$ cat config.mk
export PLATFORM = sky130hd
export DESIGN_NAME = ssd_scan_buffer_flat
export DESIGN_NICKNAME = d
export VERILOG_FILES = /design/src/rtl/ssd_scan_buffer_pkg.sv /design/src/rtl/ssd_scan_buffer_if.sv /design/src/rtl/ssd_scan_timer.sv /design/src/rtl/ssd_scan_buffer.sv /design/src/flat_wrapper.sv
export SDC_FILE = /design/constraint.sdc
export NUM_CORES = 1
export LEC_CHECK = 0
export ABC_AREA = 0
export CAP_MARGIN = 5
export CORE_MARGIN = 3
export CORE_UTILIZATION = 35
export DETAILED_ROUTE_END_ITERATION = 8
export DONT_BUFFER_PORTS = 1
export GPL_TIMING_DRIVEN = 0
export MAX_ROUTING_LAYER = met4
export PLACE_DENSITY = 0.49
export SLEW_MARGIN = 10
export SYNTH_ARGS = -nofsm -noshare
export SYNTH_HDL_FRONTEND = slang
export SYNTH_SLANG_ARGS = --single-unit
$ cat constraint.sdc
create_clock -name clk -period 3.25 [get_ports clk]
set_clock_uncertainty 0.15 [all_clocks]
set_input_delay 0.975 -clock clk [delete_from_list [all_inputs] [get_ports clk]]
set_output_delay 0.975 -clock clk [all_outputs]
set_load 0.005 [all_outputs]
$ cat src/rtl/ssd_scan_buffer_pkg.sv
// rtl/ssd_scan_buffer_pkg.sv - shared constants and types for the seven-segment scan buffer
package ssd_pkg;
    localparam int SEG_W = 8;
    typedef logic [SEG_W-1:0] seg_pat_t;

    localparam seg_pat_t SSD_BLANK  = 8'h00;
    localparam logic     MODE_SHIFT = 1'b0;
    localparam logic     MODE_ADDR  = 1'b1;
    localparam int       PWM_STEPS  = 16;
    localparam int       SCAN_DIV_DEFAULT = 100000;
endpackage

$ cat src/rtl/ssd_scan_buffer_if.sv
// rtl/ssd_scan_buffer_if.sv - write/brightness inputs and display pin outputs of the scan buffer
interface ssd_scan_buffer_if import ssd_pkg::*; #(
    parameter int NUM_DIGITS = 4
);
    localparam int IDX_W = $clog2(NUM_DIGITS);

    seg_pat_t                wr_val;
    logic [IDX_W-1:0]        wr_addr;
    logic                    wr_mode;
    logic                    write;
    logic                    clear;
    logic [3:0]              bright;
    logic [6:0]              seg;
    logic                    dp;
    logic [NUM_DIGITS-1:0]   an;
    logic                    frame;

    modport master (
        output wr_val, wr_addr, wr_mode, write, clear, bright,
        input  seg, dp, an, frame
    );

    modport slave (
        input  wr_val, wr_addr, wr_mode, write, clear, bright,
        output seg, dp, an, frame
    );
endinterface

$ cat src/rtl/ssd_scan_timer.sv
// rtl/ssd_scan_timer.sv - digit slot / PWM phase / digit index counters for the scan
module ssd_scan_timer import ssd_pkg::*; #(
    parameter int NUM_DIGITS = 4,
    parameter int SCAN_DIV   = SCAN_DIV_DEFAULT
) (
    input  logic                          clk,
    input  logic                          rst,
    output logic [$clog2(NUM_DIGITS)-1:0] idx,
    output logic [3:0]                    phase,
    output logic                          adv,
    output logic                          frame
);
    localparam int IDX_W   = $clog2(NUM_DIGITS);
    localparam int SUB_MAX = SCAN_DIV / PWM_STEPS - 1;
    localparam int SUB_W   = (SUB_MAX > 0) ? $clog2(SUB_MAX + 1) : 1;
    localparam logic [SUB_W-1:0] SUB_LAST = SUB_W'(SUB_MAX);
    localparam logic [IDX_W-1:0] IDX_LAST = IDX_W'(NUM_DIGITS - 1);

    logic [SUB_W-1:0] sub_cnt;
    logic             sub_wrap;

    assign sub_wrap = (sub_cnt == SUB_LAST);
    assign adv      = sub_wrap && (phase == 4'd15);

    // frame is high during the first cycle spent on digit 0 after a wrap
    always_ff @(posedge clk) begin
        if (rst) begin
            sub_cnt <= '0;
            phase   <= '0;
            idx     <= '0;
            frame   <= 1'b0;
        end else begin
            frame   <= adv && (idx == IDX_LAST);
            sub_cnt <= sub_wrap ? '0 : sub_cnt + 1'b1;
            if (sub_wrap)
                phase <= phase + 4'd1;
            if (adv)
                idx <= (idx == IDX_LAST) ? '0 : idx + 1'b1;
        end
    end
endmodule

$ cat src/rtl/ssd_scan_buffer.sv
// rtl/ssd_scan_buffer.sv - multiplexed seven-segment driver with digit buffer and per-digit PWM
module ssd_scan_buffer import ssd_pkg::*; #(
    parameter int NUM_DIGITS = 4,
    parameter int SCAN_DIV   = SCAN_DIV_DEFAULT,
    parameter bit ACTIVE_LOW = 1'b1
) (
    input logic               clk,
    input logic               rst,
    ssd_scan_buffer_if.slave  bus
);
    localparam int   IDX_W = $clog2(NUM_DIGITS);
    localparam logic POL   = ACTIVE_LOW;

    logic                  write_d;
    logic                  wpulse;
    seg_pat_t              digits [NUM_DIGITS];
    logic [3:0]            bright_q;
    logic [IDX_W-1:0]      idx;
    logic [3:0]            phase;
    logic                  adv;
    logic                  tmr_frame;
    logic                  lit;
    seg_pat_t              pat;
    logic [NUM_DIGITS-1:0] an_onehot;

    ssd_scan_timer #(
        .NUM_DIGITS (NUM_DIGITS),
        .SCAN_DIV   (SCAN_DIV)
    ) u_timer (
        .clk   (clk),
        .rst   (rst),
        .idx   (idx),
        .phase (phase),
        .adv   (adv),
        .frame (tmr_frame)
    );

    // Edge detector keeps tracking through reset so a level held across reset is not a new request
    always_ff @(posedge clk) write_d <= bus.write;
    assign wpulse = bus.write & ~write_d;

    always_ff @(posedge clk) begin
        if (rst || bus.clear) begin
            for (int k = 0; k < NUM_DIGITS; k++)
                digits[k] <= SSD_BLANK;
        end else if (wpulse) begin
            if (bus.wr_mode == MODE_SHIFT) begin
                for (int k = NUM_DIGITS - 1; k > 0; k--)
                    digits[k] <= digits[k-1];
                digits[0] <= bus.wr_val;
            end else if (int'(bus.wr_addr) < NUM_DIGITS) begin
                digits[bus.wr_addr] <= bus.wr_val;
            end
        end
    end

    always_ff @(posedge clk) begin
        if (rst)
            bright_q <= 4'd15;
        else if (adv)
            bright_q <= bus.bright;
    end

    always_comb begin
        lit            = (phase <= bright_q);
        an_onehot      = '0;
        an_onehot[idx] = 1'b1;
        pat            = lit ? digits[idx] : SSD_BLANK;
    end

    // Polarity is applied as the last step before the pin registers
    always_ff @(posedge clk) begin
        if (rst) begin
            bus.seg   <= {7{POL}};
            bus.dp    <= POL;
            bus.an    <= {NUM_DIGITS{POL}};
            bus.frame <= 1'b0;
        end else begin
            bus.seg   <= pat[6:0] ^ {7{POL}};
            bus.dp    <= pat[7] ^ POL;
            bus.an    <= (lit ? an_onehot : '0) ^ {NUM_DIGITS{POL}};
            bus.frame <= tmr_frame;
        end
    end
endmodule

$ cat src/flat_wrapper.sv
// flat-port wrapper written by rule: the top's interface ports become plain ports
module ssd_scan_buffer_flat import ssd_pkg::*;
#(
    parameter int NUM_DIGITS = 4,
    parameter int SCAN_DIV   = SCAN_DIV_DEFAULT,
    parameter bit ACTIVE_LOW = 1'b1
)
  (clk, rst, bus_wr_val, bus_wr_addr, bus_wr_mode, bus_write, bus_clear, bus_bright, bus_seg, bus_dp, bus_an, bus_frame);
  ssd_scan_buffer_if #(.NUM_DIGITS(NUM_DIGITS)) bus_i ();
  input logic clk;
  input logic rst;
  input wire logic [$bits(bus_i.wr_val)-1:0] bus_wr_val;
  input wire logic [$bits(bus_i.wr_addr)-1:0] bus_wr_addr;
  input wire logic [$bits(bus_i.wr_mode)-1:0] bus_wr_mode;
  input wire logic [$bits(bus_i.write)-1:0] bus_write;
  input wire logic [$bits(bus_i.clear)-1:0] bus_clear;
  input wire logic [$bits(bus_i.bright)-1:0] bus_bright;
  output wire logic [$bits(bus_i.seg)-1:0] bus_seg;
  output wire logic [$bits(bus_i.dp)-1:0] bus_dp;
  output wire logic [$bits(bus_i.an)-1:0] bus_an;
  output wire logic [$bits(bus_i.frame)-1:0] bus_frame;
  assign bus_i.wr_val = bus_wr_val;
  assign bus_i.wr_addr = bus_wr_addr;
  assign bus_i.wr_mode = bus_wr_mode;
  assign bus_i.write = bus_write;
  assign bus_i.clear = bus_clear;
  assign bus_i.bright = bus_bright;
  assign bus_seg = bus_i.seg;
  assign bus_dp = bus_i.dp;
  assign bus_an = bus_i.an;
  assign bus_frame = bus_i.frame;
  ssd_scan_buffer #(.NUM_DIGITS(NUM_DIGITS), .SCAN_DIV(SCAN_DIV), .ACTIVE_LOW(ACTIVE_LOW)) u_core (.clk(clk), .rst(rst), .bus(bus_i));
endmodule
==> results of run 1 <==
[cells by family (layout without fill, tap and decap cells)]
| family | after synthesis | in the layout | share of synthesized area |
|---|---|---|---|
| adders and majority gates | 11 | 11 | 0.0426 |
| DFF | 72 | 72 | 0.545 |
| buffers and inverters | 28 | 44 | 0.0329 |
| and+or+nand+nor | 81 | 81 | 0.149 |
| xor gates and xnor gates | 3 | 3 | 0.00813 |
| AOI/OAI and AO/OA | 57 | 57 | 0.134 |
| muxes | 18 | 18 | 0.0894 |
[worst max-delay path: cells and delay by family]
kind	cells	cell delay [ns]
AND/OR/NAND/NOR	3	1.05
buffers and inverters	2	0.76
[cell usage in the layout, fill, tap and decap left out, types with 2 or more instances in the layout]
cell type    n
dfxtp_1     40
edfxtp_1    32
a22o_1      24
nor2_1      19
clkbuf_1    18
o211ai_1    12
ha_1        11
inv_1        9
and3_1       9
clkbuf_8     9
mux4_2       8
a21oi_1      8
nand3_1      7
nand2_1      7
nor3_1       6
mux2i_1      6
clkinvlp_4   5
nor2b_1      4
and4_1       4
o31ai_1      4
nor4_1       4
nand4_1      4
and4b_1      3
mux2_2       3
or4_1        3
o21ai_0      3
nand2b_1     2
or3_1        2
xor2_1       2
[synth_stat cells, drive strengths merged (2+ instances only)]
library cell / number
mux2i: 6
nor3: 6
and4: 4
mux4: 8
ha: 11
or3: 2
clkbuf: 17
o211ai: 12
a22o: 24
nor2b: 4
nand4: 4
nor2: 19
nor4: 5
edfxtp: 32
mux2: 4
a21oi: 8
and3: 9
nand2: 7
o21ai: 4
nand3: 7
dfxtp: 40
nand2b: 3
and4b: 3
xor2: 2
or4: 3
o31ai: 4
inv: 9
[sequential cells by signal, indices dropped and copies added (netlist names), named ones only]
| name | cells |
|---|---|
| u_core.u_timer.idx | 2 |
| u_core.bus.seg | 7 |
| u_core.bus.frame | 1 |
| u_core.digits | 32 |
| u_core.u_timer.sub_cnt | 13 |
| u_core.bright_q | 4 |
| u_core.u_timer.frame | 1 |
| u_core.bus.dp | 1 |
| u_core.bus.an | 4 |
| u_core.write_d | 1 |
| u_core.u_timer.phase | 4 |
[layout make-up]
type,instances,area [um^2]
fillers,891,5300
flip-flops and latches,72,1760
multi-input cells,170,1370
well taps,108,135
clock buffers,10,128
plain buffers,18,68.8
clock inverters,6,46.3
inverters,10,37.5
[final timing paths]
check | cells past startpoint | slack, ns | start | endpoint
max | 5 | 0.32 | bus_clear | u_core.digits[1][1]
min | 1 | 0.29 | u_core.u_timer.frame | u_core.bus.frame
max reg2reg | 5 | 0.62 | u_core.write_d | u_core.digits[1][1]
min reg2reg | 1 | 0.29 | u_core.u_timer.frame | u_core.bus.frame
[routing by layer]
metal	vias up	global-route usage
met1	1023	0.216
met2	49	0.207
met4	0	0.0363
met5	-	-
met3	2	0.0464
li1	1062	-
[power breakdown]
part	total, mW	internal (mW)	switching, mW
clock	0.620	0.278	0.342
combinational	0.0550	0.0203	0.0347
sequential	0.990	0.973	0.0175
total	1.67	1.27	0.395
[through the flow]
stage	util	power, mW	TNS, ns	setup WS, ns
2_1_floorplan	-	1.05	0	0.413
3_3_place_gp	0.381	1.07	-1.69	-0.212
3_5_place_dp	0.381	1.07	-1.75	-0.219
4_1_cts	0.400	1.69	0	0.152
5_1_grt	0.401	1.75	0	0.0497
6_report	0.401	1.67	0	0.324
[repair_timing]
item / 4_1_cts / 5_1_grt
hold buffers: 0 / 0
gates resized for setup: 0 / 1
endpoints found under the setup margin: 0 / 8
endpoints found under the hold margin: 0 / 0
==> results.cfg, run 1 <==
[setup_path]
max_stage_delay_ns = 0.44
worstPathMaxFanout = 10
crit_chain = nor4b_1 -> clkbuf_1 -> and4b_1 -> clkbuf_1 -> nand2b_2
crit_type = in2reg
cpMostUsedCell = clkbuf_1
critPathCaptureType = register
start_kind = primary input
crit_arrival_ns = 2.80
slowest_stage = nor4b_1
crit_required_ns = 3.12

[placed_design]
dp_cells = 378
io_buffers = 0
place_area_um2 = 3370
dpl.hpwl_um = 4940
gp_congestion = 0.706

[pwr]
p_leak_nw = 1.27
ir_drop_uv = 207
powerDensity_nw_per_um2 = 470

[die]
die_w_um = 102
num_rows = 34
die_y_um = 102
die_area_um2 = 10400
initial_core_util = 0.365
ios = 32
core-area_um2 = 8850

[cells_and_area]
n_antenna_cell = 0
fin_cells = 394
finalInstanceArea_um2 = 3540
syn2layout_area_growth_pct = 9.64
drive_gt1_frac = 0.108
layout.nets = 311

[cts]
clk_latency_ns = 0.34
cts_setup_buffers = 0
numCtsBuffers = 9
clk_pin_slew_ns = 0.08
cts.path.max_buffers = 2
clock_sinks = 72
cts_root_buf = clkbuf_8
ctsHtreeMaxLevel = 3
cts_tree = done

[synth]
synth_ff_type = dfxtp_1
synth_cells = 270
yosys-top-cells-area = edfxtp_1, dfxtp_1, a22o_1
synth_edf_count = 32
syn_area_per_cell_um2 = 12.0
yosys.area.top_type_share = 0.297
async_reset_ff_frac = 0
yosysSeqAreaShare = 0.545
synth_top_cell_by_area = edfxtp_1
yosysUniqueCellTypes = 43
synth-seq-cells = 72
syn_area_um2 = 3230
synth_nets = 300
ys_warn_count = 0

[outcome]
status = completed

[sta]
period_needed_ns = 2.93
slew_violations = 0
hold_violations = 0
rsz0062_at_grt = false
fin_crit_sh = 0.900
slew_headroom = 0.554
fmax_mhz = 342
finalSetupViolations = 0
worst_slew_pin_slew_ns = 0.669
hold_ws_ns = 0.293

[detailed_routing]
drc_errors = 0
top_layer_used = met4
routedWlPerCell_um = 17.4
wl_met2_um = 3050
met3WireLength_um = 372
firstDrtPassIters = 4
drtAntennaViolNets = 0
wl_um = 6840
viasPerCell = 5.42
drtIter0Drc = 105
wl_met1_um = 3390
dr_total_vias = 2136

[global_routing]
grt_pass1_vias = 2136
grt_overflow = 0
antenna_found_initial = 0
grt_max_degree = 14
track_usage = 0.150
grt_pass1_wl_um = 11500

[min_path]
hold_class = reg2reg

[run]
drv_cap = 0
Power figures use the tool's default switching activity.
==> run 2, diff against run 1 <==
--- a/config.mk
+++ b/config.mk
@@ -17,4 +17,5 @@
 export SLEW_MARGIN = 10
 export SYNTH_ARGS = -nofsm -noshare
 export SYNTH_HDL_FRONTEND = slang
+export SYNTH_HIERARCHICAL = 1
 export SYNTH_SLANG_ARGS = --single-unit
==> results.cfg, run 2 <==
[die]
core-area_um2 = 9280
die_y_um = 104
initial_core_util = 0.362
ios = 32
die_area_um2 = 10800
die_w_um = 104
num_rows = 35

[synth]
synth_ff_type = dfxtp_1
synth_nets = 340
yosysUniqueCellTypes = 44
synth_edf_count = 32
yosys.area.top_type_share = 0.286
syn_area_um2 = 3360
yosysSeqAreaShare = 0.513
synth_top_cell_by_area = edfxtp_1
synth-seq-cells = 70
synth.most_common_cell = dfxtp_1
ys_warn_count = 6
yosys-top-cells-count = dfxtp_1, a21oi_1, edfxtp_1
synth_cells = 313
syn_area_per_cell_um2 = 10.7
yosys-top-cells-area = edfxtp_1, dfxtp_1, mux4_2
async_reset_ff_frac = 0

[sta]
worst_slew_pin_slew_ns = 0.915
slew_headroom = 0.386
slew_violations = 0
period_needed_ns = 2.53
fin_crit_sh = 0.779
finalSetupViolations = 0
hold_violations = 0
rsz0062_at_grt = false
hold_ws_ns = 0.287
fmax_mhz = 395

[cells_and_area]
layout_common_cells = dfxtp_1, a21oi_1, edfxtp_1
finalInstanceArea_um2 = 3750
final_common_cell = dfxtp_1
drive_gt1_frac = 0.139
layout.nets = 353
n_fill_cell = 957
reg_top3 = u_core/digits: 32 flops, u_core/u_timer/sub_cnt: 13 flops, u_core/bus.seg: 7 flops
regMostFlops = u_core/digits
largest_register_ff_count = 32
n_antenna_cell = 0
syn2layout_area_growth_pct = 11.7
register_area_um2 = 1720
multiInputGateArea_um2 = 1480
fin_util = 0.404

[setup_path]
crit_chain = or4b_4 -> buf_6 -> o21ai_1
crit_required_ns = 3.07
crit_arrival_ns = 2.35
critical_path.top_delay_family = compound AO/OA/AOI/OAI gates
slowest_stage = o21ai_1
crit_type = in2reg
start_kind = primary input
path_buf_inv = 1
max_stage_delay_ns = 0.72
critPathCaptureType = register
worstPathMaxFanout = 8

[detailed_routing]
firstDrtPassIters = 4
drc_errors = 0
wl_um = 7630
dr_total_vias = 2399
routedWlPerCell_um = 16.6
drtIter0Drc = 107
viasPerCell = 5.22
drtAntennaViolNets = 0

[cts]
numCtsBuffers = 9
cts_hold_buf = 0
clock_sinks = 70
cts_root_buf = clkbuf_8
clk_latency_ns = 0.34
clk_pin_slew_ns = 0.08
cts.path.max_buffers = 2
cts_resized = 0
cts_tree = done
ctsHtreeMaxLevel = 3
cts_setup_buffers = 0

[placed_design]
place_area_um2 = 3530
io_buffers = 0
gp_congestion = 0.771
dpl.hpwl_um = 5240

[pwr]
finalPower_mw = 1.82
p_leak_nw = 1.29
powerDensity_nw_per_um2 = 486
ir_drop_uv = 193

[global_routing]
grt_overflow = 0
grt_pass1_wl_um = 12200
antenna_found_initial = 0
grt_pass1_vias = 2310
grt_max_degree = 14
track_usage = 0.149

[run]
drv_cap = 0

[min_path]
hold_class = reg2reg

[outcome]
status = completed
run 2: cell types whose count changed after synthesis, sizes merged, moves of 6 or more:
cell | before | now
o211ai | 12 | 4
and3 | 9 | 1
a21oi | 8 | 32
nand3 | 7 | 31
nor2 | 19 | 12
nor2b | 4 | 10
and2 | 0 | 9
a22o | 24 | 0
nand2b | 3 | 25
o21ai | 4 | 18
run 2: metal layers:
layer	track usage	vias up	part of all wire
met5	-	-	0
met2	0.217	61	0.45
met3	0.0447	9	0.048
li1	-	1175	-
met4	0.0456	0	0.012
met1	0.202	1154	0.49
run 2: worst paths after layout:
| check | slack, ns | cells after the start | startpoint | to |
|---|---|---|---|---|
| worst max register to register | 0.99 | 5 | u_core/u_timer/sub_cnt[8] | u_core/bright_q[0] |
| worst min-delay path | 0.29 | 1 | u_core/u_timer/frame | u_core/bus.frame |
| worst min register to register | 0.29 | 1 | u_core/u_timer/frame | u_core/bus.frame |
| worst max-delay path | 0.72 | 3 | bus_clear | u_core/digits[0][7] |
run 2: per-stage QoR:
step / setup TNS (ns) / setup WS [ns] / std cells
floorplan: 0 / 0.447 / 313
global placement: -3.56 / -0.171 / 442
detailed placement: 0 / 0.334 / 444
CTS: 0 / 0.706 / 460
global route: 0 / 0.626 / 460
finish: 0 / 0.717 / 460
run 2: final cells by class:
type / instances / area share
multi-input combinational: 213 / 0.396
buffer: 20 / 0.0307
sequential: 70 / 0.459
clock inverter: 5 / 0.0170
inverter: 10 / 0.0100
timing repair buffer: 2 / 0.00400
tap: 129 / 0.0430
clock buffer: 11 / 0.0407
run 2: report_power, final:
group,internal [mW],total [mW],switching [mW]
Clock,0.407,0.766,0.359
Combinational,0.0365,0.0957,0.0592
Sequential,0.948,0.963,0.0152
run 2: cells by family (layout without fill, tap and decap cells):
family,after synthesis,count (layout),synth area share
and+or+nand+nor,124,124,0.221
AOI/OAI and AO/OA,63,63,0.106
buffers and inverters,30,48,0.0455
DFF,70,70,0.513
muxes,15,15,0.0771
xor gates and xnor gates,3,3,0.00783
adders and majority gates,8,8,0.0298
run 2: worst reg2reg max path, stage by stage (launching register included):
cell and delay (ns):
dfxtp_1 0.37, or4b_4 0.61, nor4_4 0.42, clkbuf_1 0.34, mux2i_1 0.22, nand2_1 0.06
